--- src/rtl/gshare_index_ctrl_pkg.sv ---
// Shared widths and checkpoint layout for the gshare index controller.
// A checkpoint entry is {idx, ghr_before, pred}, with pred in the LSB.
package gshare_index_ctrl_pkg;

   localparam int HIST_W_DEF  = 8;
   localparam int PHT_ENTRIES = 1 << HIST_W_DEF;
   localparam int ENTRY_W     = 2 * HIST_W_DEF + 1;

   localparam int PRED_OFS = 0;
   localparam int GHR_OFS  = 1;
   localparam int IDX_OFS  = 1 + HIST_W_DEF;

   function automatic logic [HIST_W_DEF-1:0] gshare_index(
      input logic [HIST_W_DEF-1:0] pc,
      input logic [HIST_W_DEF-1:0] ghr
   );
      return pc ^ ghr;
   endfunction

endpackage

--- src/rtl/gshare_index_ctrl_ckpt_fifo.sv ---
// In-order checkpoint queue for outstanding branches.
// Head data is read combinationally; flush empties the queue in one edge.
module branch_ckpt_fifo
   import gshare_index_ctrl_pkg::*;
#(
   parameter int WIDTH = ENTRY_W,
   parameter int DEPTH = 4
) (
   input  logic             clk,
   input  logic             rst,
   input  logic             push_i,
   input  logic [WIDTH-1:0] wr_data_i,
   input  logic             pop_i,
   input  logic             flush_i,
   output logic [WIDTH-1:0] head_o,
   output logic             full_o,
   output logic             empty_o
);

   localparam int PTR_W = $clog2(DEPTH);
   localparam int CNT_W = $clog2(DEPTH + 1);

   logic [WIDTH-1:0] mem_q [DEPTH];
   logic [PTR_W-1:0] wr_ptr_q, wr_ptr_d;
   logic [PTR_W-1:0] rd_ptr_q, rd_ptr_d;
   logic [CNT_W-1:0] count_q, count_d;
   logic             do_push;
   logic             do_pop;

   assign full_o  = (count_q == CNT_W'(DEPTH));
   assign empty_o = (count_q == '0);
   assign head_o  = mem_q[rd_ptr_q];

   assign do_push = push_i & ~full_o & ~flush_i;
   assign do_pop  = pop_i & ~empty_o & ~flush_i;

   always_comb begin
      wr_ptr_d = wr_ptr_q;
      rd_ptr_d = rd_ptr_q;
      count_d  = count_q;
      if (flush_i) begin
         wr_ptr_d = '0;
         rd_ptr_d = '0;
         count_d  = '0;
      end else begin
         if (do_push) wr_ptr_d = wr_ptr_q + 1'b1;
         if (do_pop)  rd_ptr_d = rd_ptr_q + 1'b1;
         case ({do_push, do_pop})
            2'b10:   count_d = count_q + 1'b1;
            2'b01:   count_d = count_q - 1'b1;
            default: count_d = count_q;
         endcase
      end
   end

   always_ff @(posedge clk or posedge rst) begin
      if (rst) begin
         wr_ptr_q <= '0;
         rd_ptr_q <= '0;
         count_q  <= '0;
      end else begin
         wr_ptr_q <= wr_ptr_d;
         rd_ptr_q <= rd_ptr_d;
         count_q  <= count_d;
      end
   end

   // Storage carries no reset; validity is tracked by count_q alone.
   always_ff @(posedge clk) begin
      if (do_push) mem_q[wr_ptr_q] <= wr_data_i;
   end

endmodule

--- src/rtl/gshare_index_ctrl.sv ---
// Gshare PHT initiator: forms idx = pc ^ ghr, checkpoints each branch,
// issues in-order table updates and repairs the GHR on a mispredict.
module gshare_index_ctrl
   import gshare_index_ctrl_pkg::*;
#(
   parameter int HIST_W = HIST_W_DEF,
   parameter int DEPTH  = 4
) (
   input  logic              clk,
   input  logic              rst,
   input  logic              br_valid,
   input  logic [HIST_W-1:0] br_pc,
   output logic              br_ready,
   output logic              pred_valid,
   output logic              pred_taken,
   input  logic              res_valid,
   input  logic              res_taken,
   output logic              res_ready,
   output logic              mispredict,
   output logic [HIST_W-1:0] pht_addr,
   output logic              pht_request,
   output logic              pht_result,
   output logic              pht_taken,
   input  logic              pht_prediction
);

   logic [HIST_W-1:0]  ghr_q, ghr_d;
   logic               mispredict_q, mispredict_d;
   logic [ENTRY_W-1:0] head_data;
   logic [ENTRY_W-1:0] push_data;
   logic [HIST_W-1:0]  head_idx;
   logic [HIST_W-1:0]  head_ghr;
   logic               head_pred;
   logic [HIST_W-1:0]  cur_idx;
   logic               fifo_full;
   logic               fifo_empty;
   logic               res_fire;
   logic               pred_fire;
   logic               mis_now;

   assign head_idx  = head_data[IDX_OFS +: HIST_W];
   assign head_ghr  = head_data[GHR_OFS +: HIST_W];
   assign head_pred = head_data[PRED_OFS];
   assign cur_idx   = gshare_index(br_pc, ghr_q);

   // Resolution owns the single table port, so it blocks prediction.
   assign res_ready = ~fifo_empty;
   assign res_fire  = res_valid & ~fifo_empty;
   assign br_ready  = ~fifo_full & ~res_fire;
   assign pred_fire = br_valid & br_ready;
   assign mis_now   = res_fire & (res_taken != head_pred);

   assign pred_valid  = pred_fire;
   assign pred_taken  = pred_fire & pht_prediction;
   assign pht_request = pred_fire;
   assign pht_result  = res_fire;
   assign pht_taken   = res_fire & res_taken;
   assign pht_addr    = res_fire ? head_idx : cur_idx;
   assign mispredict  = mispredict_q;

   assign push_data = {cur_idx, ghr_q, pht_prediction};

   always_comb begin
      ghr_d        = ghr_q;
      mispredict_d = mis_now;
      if (mis_now) begin
         ghr_d = HIST_W'({head_ghr, res_taken});
      end else if (pred_fire) begin
         ghr_d = HIST_W'({ghr_q, pht_prediction});
      end
   end

   always_ff @(posedge clk or posedge rst) begin
      if (rst) begin
         ghr_q        <= '0;
         mispredict_q <= 1'b0;
      end else begin
         ghr_q        <= ghr_d;
         mispredict_q <= mispredict_d;
      end
   end

   branch_ckpt_fifo #(
      .WIDTH (ENTRY_W),
      .DEPTH (DEPTH)
   ) u_ckpt_fifo (
      .clk       (clk),
      .rst       (rst),
      .push_i    (pred_fire),
      .wr_data_i (push_data),
      .pop_i     (res_fire & ~mis_now),
      .flush_i   (mis_now),
      .head_o    (head_data),
      .full_o    (fifo_full),
      .empty_o   (fifo_empty)
   );

endmodule

--- config.mk ---
export PLATFORM = sky130hd
export DESIGN_NAME = gshare_index_ctrl
export DESIGN_NICKNAME = d
export VERILOG_FILES = /design/src/rtl/gshare_index_ctrl_pkg.sv /design/src/rtl/gshare_index_ctrl_ckpt_fifo.sv /design/src/rtl/gshare_index_ctrl.sv
export SDC_FILE = /design/constraint.sdc
export NUM_CORES = 1
export LEC_CHECK = 0
export ABC_AREA = 1
export BUFFER_PORTS_ARGS = -buffer_cell sky130_fd_sc_hd__buf_2
export CELL_PAD_IN_SITES_DETAIL_PLACEMENT = 2
export CELL_PAD_IN_SITES_GLOBAL_PLACEMENT = 2
export CORE_AREA = 5 5 90 109
export DETAILED_ROUTE_END_ITERATION = 8
export DIE_AREA = 0 0 95 114
export PLACE_DENSITY_LB_ADDON = 0.1
export SLEW_MARGIN = 20
export SYNTH_ARGS = -nofsm -noshare
export SYNTH_HDL_FRONTEND = slang
export SYNTH_SLANG_ARGS = --single-unit
--- constraint.sdc ---
create_clock -name clk -period 5.2 [get_ports clk]
set_input_delay 1.04 -clock clk [delete_from_list [all_inputs] [get_ports clk]]
set_output_delay 1.04 -clock clk [all_outputs]
set_load 0.05 [all_outputs]
# After elaboration in Yosys (flattened, before gate mapping)
# Memory sizes are Yosys's and may differ from the RTL's.
# Index checks and enable logic that the tools add are counted.
[op_classes] n_bitwise=16 n_eq_ne=4 n_addsub=4 n_reduce_logical=5 mux=11
[op_table] operator="8-bit 2-to-1 mux" n=3
[op_table] operator="1-bit bitwise AND" n=11
[op_table] operator="2-bit 2-to-1 mux" n=4
[op_table] operator="8-bit bitwise XOR" n=1
[op_table] operator="3-bit case mux with 2 select lines" n=1
[op_table] operator="2-bit nonzero test" n=3
[op_table] operator="2-bit by 1-bit adder with 2-bit output, second input constant" n=2
[op_table] operator="1-bit inverter" n=4
[op_table] operator="3-bit by 1-bit adder with 3-bit output, second input constant" n=1
[op_table] operator="3-bit equality test, second input constant" n=1
[op_table] operator="3-bit zero test" n=1
[op_table] operator="3-bit 2-to-1 mux" n=1
[op_table] operator="3-bit nonzero test" n=1
[op_table] operator="3-bit by 1-bit subtractor with 3-bit output, second input constant" n=1
[op_table] operator="2-bit by 1-bit equality test with 1-bit output, second input constant" n=1
[op_table] operator="2-bit equality test, second input constant" n=1
[op_table] operator="1-bit 2-to-1 mux" n=2
[op_table] operator="1-bit != test" n=1
[word_totals] word_cells=46 mem_count=1 in_bits=14 register_bits=16 out_inout_bits=16 mem_bits_rw=68
[mem_list] memory="u_ckpt_fifo.mem_q" depth=4 width=17 read_ports=1 rd_clocked_by_memory_dff=0 wr=1 line_no="gshare_index_ctrl_ckpt_fifo.sv:23" source="logic [WIDTH-1:0] mem_q [DEPTH];"

# Longest topological paths before layout
# Gate-level depths: netlist (run 1).
[logic_depth] ltp_word=11 ltp_mapped=14 mapped_depth_nobuf=13

# By module
# A second synthesis (run 1) with hierarchy kept.
[unflattened] hier_cells=327 area_unflattened_um2=3667.3
[modules_own_cells] mod="branch_ckpt_fifo" area_each_um2=3004.1 cells_per_inst=230 seq_area_each_um2=2217.1 instances=1
[modules_own_cells] mod="gshare_index_ctrl" area_each_um2=663.1 cells_per_inst=97 seq_area_each_um2=225.2 instances=1

# Least setup slack after synthesis (run 1)
# No wires, ideal clock.
[synth_path] kind="in2out" start="input port res_valid" end="output port br_ready" arrival_ns=2.123 cell_stages=3 path_buffers=1 required_time_ns=4.160 slack_ns=2.037 cell_sequence="a21boi_4 -> buf_2 -> nor2_1"
[synth_via] elab_chain_len=3
[synth_rtl] item="start: declaration" line_no="gshare_index_ctrl.sv:16" source="input logic res_valid,"
[synth_rtl] item="1-bit bitwise AND" line_no="gshare_index_ctrl.sv:48" source="assign res_fire = res_valid & ~fifo_empty;"
[synth_rtl] item="named net pht_result" line_no="gshare_index_ctrl.sv:22" source="output logic pht_result,"
[synth_rtl] item="1-bit inverter" line_no="gshare_index_ctrl.sv:49" source="assign br_ready = ~fifo_full & ~res_fire;"
[synth_rtl] item="1-bit bitwise AND" line_no="gshare_index_ctrl.sv:49"
[synth_rtl] item="end: declaration" line_no="gshare_index_ctrl.sv:13" source="output logic br_ready,"
# The timed path passes the listed nets, and every way through them passes these cells.

# Final worst setup path (run 1)
[layout_path] start="input port res_valid" end="output port pred_taken"
[layout_via] elab_chain_len=5
[layout_rtl] item="1-bit bitwise AND" line_no="gshare_index_ctrl.sv:48"
[layout_rtl] item="1-bit inverter" line_no="gshare_index_ctrl.sv:49"
[layout_rtl] item="1-bit bitwise AND" line_no="gshare_index_ctrl.sv:49"
[layout_rtl] item="1-bit bitwise AND" line_no="gshare_index_ctrl.sv:50" source="assign pred_fire = br_valid & br_ready;"
[layout_rtl] item="1-bit bitwise AND" line_no="gshare_index_ctrl.sv:54" source="assign pred_taken = pred_fire & pht_prediction;"
[layout_rtl] item="end: declaration" line_no="gshare_index_ctrl.sv:15" source="output logic pred_taken,"
# No other way between the ends.

==> results_dict.tcl, run 1 <==
set metrics [dict create \
    postCtsSetupRepairBufs 0 \
    via_per_inst 5.25 \
    postRouteAntennaNets 0 \
    rsz0062_at_grt "no" \
    fin_setup_tns_ns 0 \
    ir_worst_vdd_uv 302 \
    die_h_um 114 \
    cp_max_fo 17 \
    leakage_nw 1.65 \
    coreArea_um2 8750 \
    antenna_cells 0 \
    cts_buffers 9 \
    cpMostUsedCell "buf_2" \
    root_buffer "clkbuf_8" \
    die-area_um2 10800 \
    period_share_pct 67.1 \
    ctsHoldBuffers 0 \
    instances_no_fill 464 \
    cts.repair.resized 0 \
    grtUsageTotal_pct 19.1 \
    rr_worst_depth 10 \
    grt_max_degree 35 \
    synth.avg_cell_area_um2 11.6 \
    synthCells 309 \
    grt_pass1_wl_mm 15.3 \
    io_pins 30 \
    cp_cell_sequence "buf_2, nand2_2, nand3b_4, inv_2, nand2_1, inv_1, buf_2" \
    drtIter0Drc 113 \
    hold_path.class "reg -> reg" \
    finClkSkew_ns 0.0123 \
    cap_violations 0 \
    final_cell_mix "edfxtp_1 (64), nand2_1 (53), nor2_1 (36), o21ai_0 (31), buf_2 (29)" \
    hpwlAfterDp_mm 6.08 \
    cp.depth 7 \
    worstMarginPinSlew_ns 0.819 \
    tritoncts "yes" \
    nNetsFinal 358 \
    grt-ovfl-total 0 \
    clkTransAtPathRegs_ns 0.07 \
    ys_ff_latch 80 \
    totalWireLength_mm 9.42 \
    setup_viol 0 \
    clk_path_buf_depth 2 \
    cpMaxStageDelayCell "inv_2" \
    yosys-top-cells-area "edfxtp_1 (53%), dfrtp_1 (11%), nand2_1 (5.5%)" \
    final_common_cell "edfxtp_1" \
    yosysWarningCount 0 \
    fmax_ghz 0.287 \
    worst-path-buf-inv 4 \
    crit_type "in -> out" \
    yosysSeqAreaShare_pct 64.6 \
    start_kind "input pin" \
    synth_fp_nets 328 \
    synth_top_area_share_pct 53.4 \
    die_w_um 95 \
    placedCellCount 448 \
    post_synth_num_cell_types 26 \
    worst_hold_slack_ns 0.548 \
    worstPathArrival_ns 2.45 \
    gp_congestion 0.693 \
    num-fill-cells 945 \
    drc_errors 0 \
    finalHoldViolations 0 \
    wl_per_cell_um 20.3 \
    status "finished, final reports clean" \
    slew_viol_final 0 \
    h-tree-depth 3 \
    r2r_setup_slack_ns 2.47 \
    row_count 38 \
    final_layout_size_suffix_gt1_share_pct 23.5 \
    antenna_found_initial 0 \
    hold_depth 1 \
    clkLatencyLatePin_ns 0.35 \
    initial_core_util_pct 41.1 \
    cp.required_ns 4.16 \
    yosysTopAreaCell "edfxtp_1" \
    worstSetupEndpointType "output pin" \
    grt_pass1_vias 2688 \
    max_stage_delay_ns 0.30 \
    crit_family "buffers and inverters" \
    route.vias.total 2437 \
    power.density_nw_per_um2 656 \
    min_period_ns 3.49 \
    io_buffers 29 \
    syn_to_final_growth_pct 12.9 \
    dr.pass1.iters 4 \
    slew-limit-headroom_pct 45.4 \
    clock-sinks 80 \
    syn_area_um2 3600 \
]
==> stage by stage <==
step	utilization, %	setup slack (ns)	cell area [um^2]	power, mW
after floorplan	-	2.04	3600	1.87
after global placement	44.0	1.76	3850	2.14
after detailed placement	44.0	1.69	3850	2.20
after CTS	46.4	1.67	4060	2.71
after global routing	46.4	1.59	4060	2.85
final	46.4	1.71	4060	2.66
==> final cells by class <==
type                            count  area [um^2]  share of cell area [%]
Clock buffer                       11          131                    3.24
Clock inverter                      5         81.3                    2.00
Inverter                           18         67.6                    1.66
Multi-Input combinational cell    195         1120                    27.5
Sequential cell                    80         2320                    57.2
Tap cell                          120          150                    3.70
Timing Repair Buffer               35          190                    4.68
==> state kept, by name (all words and copies together), names as in the netlist <==
name                  flops
mispredict                1
u_ckpt_fifo.mem_q        64
u_ckpt_fifo.rd_ptr_q      2
ghr_q                     8
u_ckpt_fifo.wr_ptr_q      2
u_ckpt_fifo.count_q       3
==> cells by family after synthesis <==
kind of cell,after synthesis,share of synthesized area [%]
AOI/OAI and AO/OA,49,7.79
xor gates and xnor gates,9,2.19
adders and majority gates,5,1.95
buffers and inverters,34,4.38
DFF,80,64.6
and+or+nand+nor,132,19.1
==> cell usage after synthesis (all sizes together) <==
cell type   n
nand4       1
nor2       37
o21ai      32
ha          4
nand2      58
a21boi      2
dfrtp      16
nand3      34
o22ai      15
xor2        9
clkbuf      8
buf         8
fa          1
nand3b      1
nor3        1
inv        18
edfxtp     64
==> worst register-to-register path, stage by stage (launching register included) <==
cell and delay, ns:
dfrtp_1 0.88, inv_2 0.38, nand3_4 0.21, nand3_1 0.12, nand3_1 0.15, inv_1 0.07, fa_1 0.38, xor2_1 0.23
nand2_1 0.08, nand2_1 0.09, nand2_1 0.05
==> routing by layer <==
metal  global-route usage [%]  wire (um)
met5                        0          0
met4                     5.77        127
met1                     24.4       4090
met2                     33.3       5010
met3                     2.90        189
==> where the power goes <==
part | total (mW) | internal [mW] | switching (mW)
clock network | 0.500 | 0.271 | 0.229
logic | 1.12 | 0.297 | 0.822
registers | 1.04 | 0.901 | 0.142
==> worst paths after layout <==
| kind | start | endpoint |
|---|---|---|
| worst max register to register | u_ckpt_fifo.rd_ptr_q[1] | u_ckpt_fifo.count_q[2] |
| worst min-delay path | u_ckpt_fifo.wr_ptr_q[0] | u_ckpt_fifo.wr_ptr_q[0] |
| max in group asynchronous | rst | ghr_q[5] |
| worst max-delay path | res_valid | pred_taken |
| worst min register to register | u_ckpt_fifo.wr_ptr_q[0] | u_ckpt_fifo.wr_ptr_q[0] |
| min in group asynchronous | rst | mispredict |
Power figures use the tool's default switching activity.
==> run 2: changes to the inputs <==
CORE_AREA = 5 5 98 118   (was 5 5 90 109)
DIE_AREA = 0 0 103 123   (was 0 0 95 114)
clock period = 3 ns   (was 5.2 ns; I/O delays follow)
==> results_dict.tcl, run 2 (synthesis results as in run 1) <==
set metrics [dict create \
    worstSetupEndpointType "output pin" \
    finalHoldViolations 0 \
    gp_congestion 0.701 \
    postRouteAntennaNets 0 \
    io_pins 30 \
    grt_max_degree 31 \
    dr.pass1.iters 4 \
    worstMarginPinSlew_ns 0.657 \
    dpl_cell_area_um2 3890 \
    finClkSkew_ns 0.00950 \
    antenna_found_initial 0 \
    worst-path-buf-inv 3 \
    worstPathArrival_ns 2.06 \
    largest_reg_flops 64 \
    clk_path_buf_depth 2 \
    die_h_um 123 \
    totalWireLength_mm 9.04 \
    via_per_inst 5.11 \
    cts.repair.resized 0 \
    regArea_um2 2320 \
    multi_input_area_um2 1120 \
    period_share_pct 88.7 \
    cpMostUsedCell "nand2_2" \
    intPower_mw 2.74 \
    postCtsSetupRepairBufs 0 \
    min_period_ns 2.66 \
    power.density_nw_per_um2 1150 \
    status "finished, final reports clean" \
    route.vias.total 2438 \
    num-fill-cells 1081 \
    postLayoutCellArea_um2 4180 \
    final_layout_size_suffix_gt1_share_pct 24.7 \
    clkLatencyLatePin_ns 0.34 \
    grt-ovfl-total 0 \
    ctsHoldBuffers 0 \
    cp_cell_sequence "nor2_4, nand2_2, nand2_2, nand3b_4, inv_2, nand2_1, inv_1, buf_2" \
    die-area_um2 12700 \
    cp.required_ns 2.40 \
    max_stage_delay_ns 0.46 \
    h-tree-depth 3 \
    tritoncts "yes" \
    crit_type "reg -> out" \
    cp_max_fo 12 \
    p_switching_mw 2.07 \
    crit_family "simple AND/OR/NAND/NOR gates" \
    wl_per_cell_um 19.0 \
    drc_errors 0 \
    row_count 41 \
    cpMaxStageDelayCell "dfrtp_1" \
    io_buffers 29 \
    clock-sinks 80 \
    final_cell_mix "edfxtp_1 (64), nand2_1 (53), nor2_1 (36), o21ai_0 (31), buf_2 (29)" \
    final_common_cell "edfxtp_1" \
    clkTransAtPathRegs_ns 0.06 \
    hpwlAfterDp_mm 5.92 \
    cts_buffers 9 \
    rsz0062_at_grt "no" \
    nNetsFinal 362 \
    initial_core_util_pct 34.7 \
    ir_worst_vdd_uv 460 \
    p_clk_share_pct 22.1 \
    hold_path.class "in -> async" \
    cap_violations 0 \
    reg.largest.list "u_ckpt_fifo.mem_q: 64 flops, ghr_q: 8 flops, u_ckpt_fifo.count_q: 3 flops" \
    slew_viol_final 0 \
    die_w_um 103 \
    syn_to_final_growth_pct 16.1 \
    fmax_ghz 0.376 \
    grt_pass1_vias 2691 \
    drtIter0Drc 83 \
    grt_pass1_wl_mm 14.7 \
    coreArea_um2 10400 \
    seq_power_share_pct 37.0 \
    fin_setup_tns_ns 0 \
    p_sw_share_pct 43.0 \
    leakage_nw 1.70 \
    slew-limit-headroom_pct 56.1 \
    root_buffer "clkbuf_16" \
    antenna_cells 0 \
    setup_viol 0 \
    start_kind "flip-flop" \
    top_register "u_ckpt_fifo.mem_q" \
    grtUsageTotal_pct 15.9 \
    pwr-share-comb_pct 40.8 \
]
==> run 2: cell count changes in the layout (fill, tap and decap cells not counted) <==
cell,before,now
bufinv_16,2,1
clkbuf_1,2,1
clkinv_4,2,1
clkbuf_16,0,9
clkinvlp_4,0,1
clkbuf_8,9,0
clkinv_2,0,2
buf_4,6,10
==> run 2: per-stage QoR <==
step / utilization [%] / hold slack [ns] / cells / setup WS [ns] / power (mW)
after global routing: 40.3 / 0.391 / 477 / 0.142 / 5.17
after global placement: 37.5 / 0.538 / 461 / 0.694 / 3.75
final: 40.3 / 0.346 / 477 / 0.339 / 4.82
after CTS: 40.3 / 0.355 / 477 / 0.254 / 4.93
after detailed placement: 37.5 / 0.552 / 461 / 0.639 / 3.83
after floorplan: - / 0.498 / 309 / 0.622 / 3.23
==> run 2: cell type report <==
cell class,count,share of cell area [%]
timing repair buffer,39,5.27
clock inverter,6,1.44
clock buffer,10,5.48
inverter,18,1.62
multi-input combinational,195,26.7
tap,129,3.86
sequential,80,55.6
==> run 2: worst paths after layout <==
check	from	to	slack [ns]	depth (start not counted)
setup / recovery	u_ckpt_fifo.count_q[1]	pred_taken	0.34	8
hold / removal	rst	u_ckpt_fifo.count_q[2]	0.35	2
setup reg to reg	u_ckpt_fifo.rd_ptr_q[1]	u_ckpt_fifo.count_q[2]	0.78	11
hold reg to reg	u_ckpt_fifo.wr_ptr_q[0]	u_ckpt_fifo.wr_ptr_q[0]	0.55	1
max in group asynchronous	rst	u_ckpt_fifo.rd_ptr_q[0]	2.22	2
min in group clk	pht_prediction	u_ckpt_fifo.mem_q[2][0]	0.50	1
==> run 2: routing by layer <==
layer	GRT usage (%)	wire length [um]
met5	0	0
met2	27.6	4730
met4	4.86	127
met3	3.56	303
met1	19.5	3880
==> run 2: worst reg2reg max path, stage by stage (launching register included) <==
cell	delay, ns
dfrtp_1	0.39
inv_2	0.32
nand3_4	0.15
nand2_2	0.11
nand2_1	0.08
nand3_1	0.17
inv_1	0.08
fa_1	0.37
xor2_1	0.24
nand2_1	0.08
nand2_1	0.08
nand2_1	0.05
==> run 2: power by group through the flow <==
stage | sequential (mW) | combinational [mW] | clock (mW)
after floorplan | 1.74 | 1.49 | 0
after global routing | 1.82 | 2.20 | 1.15
after CTS | 1.79 | 2.04 | 1.10
after global placement | 1.80 | 1.95 | 0
final | 1.78 | 1.97 | 1.07
after detailed placement | 1.81 | 2.01 | 0
==> run 3: changes to the inputs <==
ABC_AREA = 0   (was 1)
CORE_AREA = 5 5 91 110   (was 5 5 98 118)
DIE_AREA = 0 0 96 115   (was 0 0 103 123)
==> results_dict.tcl, run 3 <==
set metrics [dict create \
    status "finished, final reports clean" \
    nNetsFinal 265 \
    crit_type "reg -> out" \
    worstSetupEndpointType "output pin" \
    yosys-top-cells-area "edfxtp_1 (57%), dfrtp_1 (12%), mux4_2 (11%)" \
    cpMaxStageDelayCell "dfrtp_1" \
    syn_to_final_growth_pct 17.1 \
    start_kind "flip-flop" \
    synth.avg_cell_area_um2 16.3 \
    fin_setup_tns_ns 0 \
    h-tree-depth 3 \
    max_stage_delay_ns 0.48 \
    row_count 38 \
    final_common_cell "edfxtp_1" \
    largest_reg_flops 64 \
    die_h_um 115 \
    yosysSeqAreaShare_pct 69.0 \
    fmax_ghz 0.381 \
    synth_xor_area_share_pct 2.60 \
    synth_mux_area_share_pct 11.4 \
    cap_violations 0 \
    drtIter0Drc 89 \
    wl_per_cell_um 20.9 \
    yosysWarningCount 0 \
    yosysTopAreaCell "edfxtp_1" \
    synth_top_family_by_area "multiplexers" \
    setup_viol 0 \
    drc_errors 0 \
    num-fill-cells 893 \
    clk_path_buf_depth 2 \
    antenna_cells 0 \
    min_period_ns 2.62 \
    coreArea_um2 8840 \
    top_register "u_ckpt_fifo.mem_q" \
    io_pins 30 \
    slew-limit-headroom_pct 52.9 \
    synthCells 206 \
    async_flop_share_pct 20.0 \
    post_synth_num_cell_types 30 \
    grt_pass1_vias 2209 \
    ys_ff_latch 80 \
    slew_viol_final 0 \
    finalHoldViolations 0 \
    clkTransAtPathRegs_ns 0.08 \
    grtUsageTotal_pct 16.0 \
    final_core_util_pct 44.6 \
    synth_top_area_share_pct 57.1 \
    totalWireLength_mm 7.74 \
    yosys.area_share.simple_pct 7.84 \
    period_share_pct 87.4 \
    hold_path.class "in -> async" \
    synth_most_common_cell "edfxtp_1" \
    cts_buffers 9 \
    worstPathArrival_ns 2.02 \
    postCtsSetupRepairBufs 0 \
    die_w_um 96 \
    antenna_found_initial 0 \
    final_layout_size_suffix_gt1_share_pct 29.1 \
    cp_max_fo 8 \
    clkLatencyLatePin_ns 0.35 \
    worstSetupStartpoint "u_ckpt_fifo.count_q[0]" \
    grt_pass1_wl_mm 12.6 \
    dr.pass1.iters 4 \
    instances_no_fill 371 \
    die-area_um2 11000 \
    final_cell_mix "edfxtp_1 (64), nor2_1 (31), buf_2 (29), mux4_2 (16), dfrtp_1 (16)" \
    synth-adder-area-share_pct 2.08 \
    initial_core_util_pct 38.1 \
    r2r_start "u_ckpt_fifo.count_q[0]" \
    reg.largest.list "u_ckpt_fifo.mem_q: 64 flops, ghr_q: 8 flops, u_ckpt_fifo.count_q: 3 flops" \
    rsz0062_at_grt "no" \
    ctsHoldBuffers 0 \
    grt-ovfl-total 0 \
    clock-sinks 80 \
    synthFlopType "edfxtp_1" \
    ir_worst_vdd_uv 422 \
    route.vias.total 1840 \
    cp.required_ns 2.40 \
    worstMarginPinSlew_ns 0.706 \
    cts.repair.resized 0 \
    postRouteAntennaNets 0 \
    hpwlAfterDp_mm 5.09 \
    cp_cell_sequence "o21ai_0, nand3_1, inv_1, buf_2" \
    synth_fp_nets 225 \
    tritoncts "yes" \
    root_buffer "clkbuf_8" \
    synth_compound_area_share_pct 4.76 \
    syn_area_um2 3370 \
    placedCellCount 355 \
    synth_edf_count 64 \
    netlist_top_cells_count "edfxtp_1 (64), nor2_1 (31), dfrtp_1 (16), mux4_2 (16), and2_1 (12)" \
    gp_congestion 0.748 \
    power.density_nw_per_um2 1140 \
    grt_max_degree 18 \
    leakage_nw 1.47 \
    io_buffers 29 \
    via_per_inst 4.96 \
    finClkSkew_ns 0.00688 \
]
[run 3: changes by cell type in the layout (fill, tap and decap cells not counted), sizes merged, moves of 3 or more]
cell    previous run  this run
o22ai             15         1
a221o              0         7
nand3             34         3
nand2             58         5
nor2              37        31
o21ai             32         6
bufinv             1         4
and2               0        13
inv               18         7
mux4               0        16
[run 3: final cells by class]
class	instances	area [um^2]	share of cell area, %
repair buffers	38	213	5.40
clock inverters	6	133	3.37
inverters	7	26.3	0.667
well taps	120	150	3.81
clock buffers	10	128	3.24
multi-input cells	110	970	24.6
flip-flops and latches	80	2320	58.9
[run 3: cell families (layout without fill, tap and decap cells)]
| kind of cell | count (synthesis) | in the layout |
|---|---|---|
| DFF | 80 | 80 |
| and+or+nand+nor | 56 | 56 |
| AOI/OAI and AO/OA | 21 | 21 |
| muxes | 18 | 18 |
| buffers and inverters | 16 | 61 |
| xor gates and xnor gates | 10 | 10 |
| adders and majority gates | 5 | 5 |
[run 3: per-stage QoR]
step | total power [mW] | worst slack [ns] | hold slack, ns | instance area (um^2)
3_3_place_gp | 3.44 | 0.633 | 0.528 | 3680
6_report | 4.48 | 0.377 | 0.360 | 3940
2_1_floorplan | 3.02 | 0.110 | 0.501 | 3370
3_5_place_dp | 3.52 | 0.487 | 0.536 | 3680
4_1_cts | 4.56 | 0.330 | 0.368 | 3940
5_1_grt | 4.75 | 0.145 | 0.382 | 3940
[run 3: worst max-delay path, delay by kind of cell (launching register included)]
| family | cells | cell delay (ns) |
|---|---|---|
| buf+inv | 2 | 0.53 |
| simple gates | 1 | 0.28 |
| compound gates | 1 | 0.39 |
| flops | 1 | 0.48 |
[run 3: report_power, final]
group / internal, mW / switching, mW
clock network: 0.636 / 0.385
logic: 0.574 / 1.08
registers: 1.60 / 0.206
[run 3: worst paths after layout]
kind,endpoint,cells after the start,slack [ns]
max,pht_request,4,0.38
min,ghr_q[6],2,0.36
max reg2reg,u_ckpt_fifo.mem_q[2][2],5,0.58
min reg2reg,ghr_q[7],1,0.56
max in group asynchronous,u_ckpt_fifo.rd_ptr_q[1],2,2.19
min in group clk,u_ckpt_fifo.mem_q[3][0],1,0.49
[run 3: metal layers]
layer / global-route usage (%) / vias to the layer above / share of wire, %
met2: 25.9 / 35 / 51
li1: - / 853 / -
met4: 5.69 / 0 / 1.1
met3: 3.93 / 6 / 2.9
met1: 20.7 / 946 / 45
met5: 0 / - / 0
